--- src/rtl/scan_pkg.sv ---
// Shared widths, chain layout and field structs for the scan-to-chip bridge.
// Chain bits [65:0] carry read results; bits [129:66] carry the command fields.
package scan_pkg;

  localparam int CHAIN_LEN   = 130;
  localparam int SRAM_DW     = 32;
  localparam int SRAM_AW     = 11;
  localparam int CR_W        = 17;
  localparam int SR_W        = 15;

  localparam int SRAM_RDATA_LSB = 0;
  localparam int SRAM_READY_BIT = 32;
  localparam int CR_RDATA_LSB   = 33;
  localparam int SR_RDATA_LSB   = 50;
  localparam int REG_READY_BIT  = 65;
  localparam int RD_W           = 66;

  localparam int SRAM_REN_BIT   = 66;
  localparam int SRAM_WEN_BIT   = 67;
  localparam int SRAM_ADDR_LSB  = 68;
  localparam int SRAM_WDATA_LSB = 79;
  localparam int REG_REN_BIT    = 111;
  localparam int REG_WEN_BIT    = 112;
  localparam int CR_WDATA_LSB   = 113;
  localparam int WR_W           = CHAIN_LEN - RD_W;

  // Declared MSB first so the struct overlays chain[129:66] directly.
  typedef struct packed {
    logic [CR_W-1:0]    cr_wdata;
    logic               reg_wen;
    logic               reg_ren;
    logic [SRAM_DW-1:0] sram_wdata;
    logic [SRAM_AW-1:0] sram_addr;
    logic               sram_wen;
    logic               sram_ren;
  } wr_fields_t;

  typedef struct packed {
    logic               reg_ready;
    logic [SR_W-1:0]    sr_rdata;
    logic [CR_W-1:0]    cr_rdata;
    logic               sram_ready;
    logic [SRAM_DW-1:0] sram_rdata;
  } rd_fields_t;

endpackage

--- src/rtl/scan_for_test_if_sync.sv ---
// Two-flop synchronizer followed by an edge register; rise is a one-clk pulse
// on the synchronized 0->1 transition.
module scan_sync (
  input  logic clk,
  input  logic rst,
  input  logic d,
  output logic level,
  output logic rise
);

  logic [2:0] sh_q;
  logic [2:0] sh_d;

  always_comb begin
    sh_d = {sh_q[1:0], d};
  end

  always_ff @(posedge clk or posedge rst) begin
    if (rst) sh_q <= '0;
    else     sh_q <= sh_d;
  end

  assign level = sh_q[1];
  assign rise  = sh_q[1] & ~sh_q[2];

endmodule

--- src/rtl/scan_for_test_if.sv ---
// Scan-chain bridge: shifts a 130-bit chain from the pads, issues SRAM and
// register commands from it, and captures held read results back into it.
module scan_for_test_if
  import scan_pkg::*;
(
  input  logic               clk,
  input  logic               rst_n,
  input  logic               scan_id,
  input  logic               scan_phi,
  input  logic               scan_phi_bar,
  input  logic               scan_data_in,
  output logic               scan_data_out,
  input  logic               scan_load_chip,
  input  logic               scan_load_chain,
  output logic               sram_ren,
  output logic               sram_wen,
  output logic [SRAM_AW-1:0] sram_addr,
  output logic [SRAM_DW-1:0] sram_wdata,
  input  logic [SRAM_DW-1:0] sram_rdata,
  input  logic               sram_ready,
  output logic               reg_wen,
  output logic               reg_ren,
  output logic [CR_W-1:0]    cr_wdata,
  input  logic [CR_W-1:0]    cr_rdata,
  input  logic [SR_W-1:0]    sr_rdata,
  input  logic               reg_ready
);

  localparam int NPAD = 5;

  logic [NPAD-1:0] pad_in, pad_lvl, pad_rise;
  logic            unused_sync;

  assign pad_in = {scan_load_chain, scan_load_chip, scan_phi_bar, scan_phi, scan_id};

  for (genvar i = 0; i < NPAD; i++) begin : g_sync
    scan_sync u_sync (
      .clk  (clk),
      .rst  (rst_n),
      .d    (pad_in[i]),
      .level(pad_lvl[i]),
      .rise (pad_rise[i])
    );
  end

  assign unused_sync = ^{pad_lvl[NPAD-1:1], pad_rise[0]};

  logic [CHAIN_LEN-1:0] chain_q, chain_d;
  logic                 master_q, master_d;
  logic [SRAM_AW-1:0]   addr_q, addr_d;
  logic [SRAM_DW-1:0]   wdata_q, wdata_d;
  logic [CR_W-1:0]      crw_q, crw_d;
  logic [3:0]           strobe_q, strobe_d;   // {reg_wen, reg_ren, sram_wen, sram_ren}
  logic [3:0]           last_q, last_d;
  logic [SRAM_DW-1:0]   sram_rd_q, sram_rd_d;
  logic                 sram_done_q, sram_done_d;
  logic [CR_W-1:0]      cr_rd_q, cr_rd_d;
  logic [SR_W-1:0]      sr_rd_q, sr_rd_d;
  logic                 reg_done_q, reg_done_d;

  logic       sel, chip_ev, chain_ev, low_ok;
  wr_fields_t wr_in, wr_hold;
  rd_fields_t rd_hold;

  assign wr_in = wr_fields_t'(chain_q[CHAIN_LEN-1:RD_W]);

  always_comb begin
    sel      = pad_lvl[0];
    chip_ev  = sel & pad_rise[3];
    chain_ev = sel & pad_rise[4] & ~pad_rise[3];
    low_ok   = sel & ~pad_rise[3] & ~pad_rise[4];

    wr_hold.cr_wdata   = crw_q;
    wr_hold.reg_wen    = last_q[3];
    wr_hold.reg_ren    = last_q[2];
    wr_hold.sram_wdata = wdata_q;
    wr_hold.sram_addr  = addr_q;
    wr_hold.sram_wen   = last_q[1];
    wr_hold.sram_ren   = last_q[0];

    rd_hold.reg_ready  = reg_done_q;
    rd_hold.sr_rdata   = sr_rd_q;
    rd_hold.cr_rdata   = cr_rd_q;
    rd_hold.sram_ready = sram_done_q;
    rd_hold.sram_rdata = sram_rd_q;

    chain_d  = chain_q;
    master_d = master_q;
    addr_d   = addr_q;
    wdata_d  = wdata_q;
    crw_d    = crw_q;
    strobe_d = '0;
    last_d   = last_q;

    if (chip_ev) begin
      addr_d   = wr_in.sram_addr;
      wdata_d  = wr_in.sram_wdata;
      crw_d    = wr_in.cr_wdata;
      strobe_d = {wr_in.reg_wen, wr_in.reg_ren, wr_in.sram_wen, wr_in.sram_ren};
      last_d   = strobe_d;
    end else if (chain_ev) begin
      chain_d = {wr_hold, rd_hold};
    end else if (low_ok) begin
      // scan_data_in is stable for several clks around the synchronized phi edge
      if (pad_rise[1]) master_d = scan_data_in;
      if (pad_rise[2]) chain_d  = {master_q, chain_q[CHAIN_LEN-1:1]};
    end

    // A new completion wins over the clear from the strobe that requested it.
    sram_rd_d   = sram_rd_q;
    sram_done_d = sram_done_q;
    if (sram_ready) begin
      sram_rd_d   = sram_rdata;
      sram_done_d = 1'b1;
    end else if (strobe_q[1] | strobe_q[0]) begin
      sram_done_d = 1'b0;
    end

    cr_rd_d    = cr_rd_q;
    sr_rd_d    = sr_rd_q;
    reg_done_d = reg_done_q;
    if (reg_ready) begin
      cr_rd_d    = cr_rdata;
      sr_rd_d    = sr_rdata;
      reg_done_d = 1'b1;
    end else if (strobe_q[3] | strobe_q[2]) begin
      reg_done_d = 1'b0;
    end
  end

  always_ff @(posedge clk or posedge rst_n) begin
    if (rst_n) begin
      chain_q     <= '0;
      master_q    <= 1'b0;
      addr_q      <= '0;
      wdata_q     <= '0;
      crw_q       <= '0;
      strobe_q    <= '0;
      last_q      <= '0;
      sram_rd_q   <= '0;
      sram_done_q <= 1'b0;
      cr_rd_q     <= '0;
      sr_rd_q     <= '0;
      reg_done_q  <= 1'b0;
    end else begin
      chain_q     <= chain_d;
      master_q    <= master_d;
      addr_q      <= addr_d;
      wdata_q     <= wdata_d;
      crw_q       <= crw_d;
      strobe_q    <= strobe_d;
      last_q      <= last_d;
      sram_rd_q   <= sram_rd_d;
      sram_done_q <= sram_done_d;
      cr_rd_q     <= cr_rd_d;
      sr_rd_q     <= sr_rd_d;
      reg_done_q  <= reg_done_d;
    end
  end

  assign scan_data_out = pad_lvl[0] & chain_q[0];
  assign sram_ren      = strobe_q[0];
  assign sram_wen      = strobe_q[1];
  assign reg_ren       = strobe_q[2];
  assign reg_wen       = strobe_q[3];
  assign sram_addr     = addr_q;
  assign sram_wdata    = wdata_q;
  assign cr_wdata      = crw_q;

endmodule

--- config.mk ---
export PLATFORM = sky130hd
export DESIGN_NAME = scan_for_test_if
export DESIGN_NICKNAME = d
export VERILOG_FILES = /design/src/rtl/scan_pkg.sv /design/src/rtl/scan_for_test_if_sync.sv /design/src/rtl/scan_for_test_if.sv
export SDC_FILE = /design/constraint.sdc
export NUM_CORES = 1
export LEC_CHECK = 0
export CORE_ASPECT_RATIO = 0.5
export CORE_MARGIN = 2
export CORE_UTILIZATION = 50
export CTS_CLUSTER_SIZE = 12
export DETAILED_ROUTE_END_ITERATION = 10
export PLACE_DENSITY = 0.73
export SLEW_MARGIN = 10
export SYNTH_ARGS = -nofsm -noshare
export SYNTH_HDL_FRONTEND = slang
export SYNTH_SLANG_ARGS = --single-unit
--- constraint.sdc ---
create_clock -name clk -period 26.8 [get_ports clk]
set_input_delay 2.68 -clock clk [delete_from_list [all_inputs] [get_ports clk]]
set_output_delay 2.68 -clock clk [all_outputs]
set_load 0.01 [all_outputs]
Word-level counts from Yosys, hierarchy flattened
Cells that the tools add are included. Widths: inputs -> output; s select.

Bits in registers: 279. Bits of input ports: 74. Output and inout port bits: 65. Logic and storage cells: 51.

Multiplexer cells: 8. Bitwise gates (word level): 20. Reduce and logical (&&, ||, !) cells: 6.

Operator list (number): $mux 130 (3); $and 1x1->1 (10); $not 1->1 (8); $reduce_bool 2->1 (4); $mux 1 (4); $mux 4 (1); $reduce_and 4->1 (1); $reduce_and 3->1 (1); $or 1x1->1 (2).

Longest topological paths before layout
Depth in word-level cells: 7. Depth in mapped cells: 7.

Modules after synthesis
From an unflattened synthesis, not the netlist that was laid out.

Cells, all modules: 743. Area, all modules: 12395.6 um^2.

By module, submodules not included: scan_for_test_if (instances 1, cells an instance 718, area each 11932.7 um^2, seq. area each 6631.4 um^2); scan_sync (instances 5, cells an instance 5, area each 92.6 um^2, seq. area each 75.1 um^2).

Worst setup path before layout
No wires, ideal clock.

Kind: input-to-reg. From: input reg_ready. To: register cr_rd_q[0]. Setup time: 125 ps. Arrival time: 3587 ps. Required time: 26675 ps. Slack: 23088 ps. Stages: 3. Path buffers: 2. Cell sequence: clkbuf_1 > clkbuf_1 > mux2_2.

RTL lines: start: declaration (RTL line scan_for_test_if.sv:26) `input logic reg_ready`; end signal: assignment (RTL line scan_for_test_if.sv:155) `cr_rd_q <= cr_rd_d;`; end: declaration (RTL line scan_for_test_if.sv:57) `logic [CR_W-1:0] cr_rd_q, cr_rd_d;`.

No word-level cell between the ends.

==> results.json <==
{
  "status": "completed",
  "drv_cap": 0,
  "gp_congestion": 0.7272,
  "grt_pass1_wl_um": 50650,
  "reg2reg_from": "g_sync[3].u_sync.sh_q[2]$_DFF_PP0_",
  "ys_types": 25,
  "cts_resized": 0,
  "overflow": 0,
  "worst_setup_path_start_kind": "input pin",
  "synth_top_area_cell": "dfrtp_1",
  "fp.dieW_um": 233.7,
  "max_clock_freq_mhz": 189.0,
  "p_per_area_nw_per_um2": 81.59,
  "grt_max_degree": 165,
  "regArea_um2": 6985,
  "vias_per_cell": 6.202,
  "grt_pass1_vias": 9476,
  "fillers": 2091,
  "synth_area_leaders": "dfrtp_1 53%, mux2_2 7.7%, o31ai_1 7.4%, a31oi_1 6.2%, nor4_1 6.2%",
  "num_vias": 9960,
  "antenna_found_initial": 0,
  "cp_data_arrival_time_ps": 5660,
  "critPathLaunch": "rst_n",
  "numPortBuffers": 138,
  "holdBufCountCts": 0,
  "worstPathMaxFanout": 130,
  "drv_slew": 0,
  "crit_required_ps": 27170,
  "grt_usage": 0.2180,
  "drc": 0,
  "fp.dieArea_um2": 27780,
  "syn_nets": 1309,
  "clk_path_buf_depth": 3,
  "hold_viol": 0,
  "synth_top_area_frac": 0.5291,
  "ios": 139,
  "setup_violations": 0,
  "path_clk_slew_ps": 60,
  "wl_per_cell_um": 18.67,
  "drt_pass1_iterations": 5,
  "tns_ps": 0,
  "coreArea_um2": 25550,
  "multi_input_area_um2": 5469,
  "synth_area_per_cell_um2": 10.68,
  "cts.sinks": 279,
  "relSlewSlack": 0.1875,
  "cts_tree": "done",
  "reg2regPathDepth": 5,
  "yosysWarnings": 0,
  "hp-class": "reg -> reg",
  "clock_skew_ps": 10.69,
  "ys_seq_area_frac": 0.5291,
  "worstSetupPathType": "in -> async",
  "wl_um": 29980,
  "synthFlopType": "dfrtp_1",
  "cp-endpoint": "g_sync[0].u_sync.sh_q[1]$_DFF_PP0_",
  "period_minus_slack_ps": 5292,
  "synth-edff-count": 0,
  "p_leak_uw": 0.005745,
  "synth-async-reset-ratio": 1.000,
  "nets": 1330,
  "clk_latency_ps": 530,
  "dr.first_iter.drc_count": 1146,
  "syn_area_um2": 13200,
  "peakVddDrop_mv": 0.06200,
  "min_period_over_period": 0.1975,
  "ant_nets": 0,
  "synthCells": 1235,
  "dp_hpwl_um": 15900,
  "rsz0062_at_grt": "no",
  "ys_seq_elements": 279,
  "tightest_slew_ps": 1219,
  "r2r_slack_ps": 22930,
  "r2r_end": "chain_q[88]$_DFFE_PP0P_",
  "cts_setup_buffers": 0,
  "h-tree-depth": 1,
  "syn_to_final_growth_pct": 14.51,
  "clockRootBuffer": "clkbuf_16",
  "final_layout_size_suffix_gt1_frac": 0.1109,
  "rows": 41,
  "initial_core_util": 0.5165,
  "fin_util": 0.5914,
  "numCtsBuffers": 27,
  "end_kind": "async pin",
  "antennaDiodeCount": 0,
  "die_h_um": 118.9
}
Yosys cell counts, types with 4 or more instances:
cell type	number
buf_4	5
nor4_1	130
mux2_1	35
a21o_1	6
dfrtp_1	279
buf_2	38
or3_1	130
o31ai_1	130
mux2_2	90
clkbuf_1	104
buf_6	12
and3_1	4
a31oi_1	130
nand2_1	129
power breakdown:
group	switching, µW	internal (µW)	total [µW]	leakage [µW]
Sequential	80.6	529	610	0.00328
Clock	149	183	332	0.000348
Combinational	128	163	290	0.00212
layer usage:
| metal | global-route usage | share of wire | up-vias |
|---|---|---|---|
| met5 | 0 | 0 | - |
| met3 | 0.03281 | 0.045 | 32 |
| li1 | - | - | 4706 |
| met2 | 0.3402 | 0.47 | 236 |
| met1 | 0.3266 | 0.47 | 4986 |
| met4 | 0.03916 | 0.015 | 0 |
layout make-up:
cell class	instances	area share
sequential	279	0.4623
multi-input combinational	794	0.3620
tap	344	0.02849
timing repair buffer	152	0.09838
clock buffer	35	0.04737
inverter	2	0.001491
flip-flops by register name, summed over array words and instances (netlist names):
register            count
chain_q               130
cr_rd_q                17
cr_wdata               17
g_sync.u_sync.sh_q     14
last_q                  4
master_q                1
reg_done_q              1
sr_rd_q                15
sram_addr              11
sram_done_q             1
sram_rd_q              32
sram_wdata             32
strobe_q                4
cells in the final DEF (no fill, tap or decap):
cell type	count
clkbuf_8	1
dfrtp_1	278
nor2b_1	1
mux2_1	35
clkbuf_1	7
clkdlybuf4s50_1	138
nand2_1	129
nor4_1	130
dfrtp_4	1
or3_1	129
a21o_1	6
clkbuf_16	27
nor2b_4	1
or4b_1	1
or3_4	1
nor2_1	2
and3_1	4
inv_8	2
mux2_2	90
nand2_2	1
nand2b_4	2
a31oi_1	130
and2_1	1
nand4b_1	1
buf_4	14
o31ai_1	130
critical path, stage by stage:
cell and delay, ps:
clkdlybuf4s50_1 490, inv_8 620, buf_4 790, buf_4 950
cell families (layout without fill, tap and decap cells):
logic type	count (synthesis)	in the layout	synth area share
flops	279	279	0.5291
mux	125	125	0.1067
compound gates	266	266	0.1390
simple gates	403	403	0.1673
buf+inv	162	189	0.05794
how the worst min path moves through the flow:
stage                                        from  depth (start not counted)                                 end
2_1_floorplan  g_sync[0].u_sync.sh_q[0]$_DFF_PP0_                          0  g_sync[0].u_sync.sh_q[1]$_DFF_PP0_
3_3_place_gp   g_sync[4].u_sync.sh_q[0]$_DFF_PP0_                          0  g_sync[4].u_sync.sh_q[1]$_DFF_PP0_
3_5_place_dp   g_sync[0].u_sync.sh_q[0]$_DFF_PP0_                          0  g_sync[0].u_sync.sh_q[1]$_DFF_PP0_
4_1_cts        g_sync[3].u_sync.sh_q[0]$_DFF_PP0_                          0  g_sync[3].u_sync.sh_q[1]$_DFF_PP0_
5_1_grt        g_sync[4].u_sync.sh_q[0]$_DFF_PP0_                          0  g_sync[4].u_sync.sh_q[1]$_DFF_PP0_
6_report       g_sync[3].u_sync.sh_q[0]$_DFF_PP0_                          0  g_sync[3].u_sync.sh_q[1]$_DFF_PP0_
stage by stage:
stage | hold WS (ps) | instances | total power [µW] | setup WS, ps | instance area, µm²
2_1_floorplan | 331.2 | 1235 | 766.7 | 16430 | 13200
3_3_place_gp | 335.1 | 1571 | 893.9 | 20840 | 14390
3_5_place_dp | 335.5 | 1571 | 908.2 | 20800 | 14390
4_1_cts | 351.5 | 1606 | 1245 | 21370 | 15110
5_1_grt | 353.7 | 1606 | 1304 | 20980 | 15110
6_report | 350.9 | 1606 | 1233 | 21510 | 15110
No activity file was read; power rests on OpenSTA's default activity.
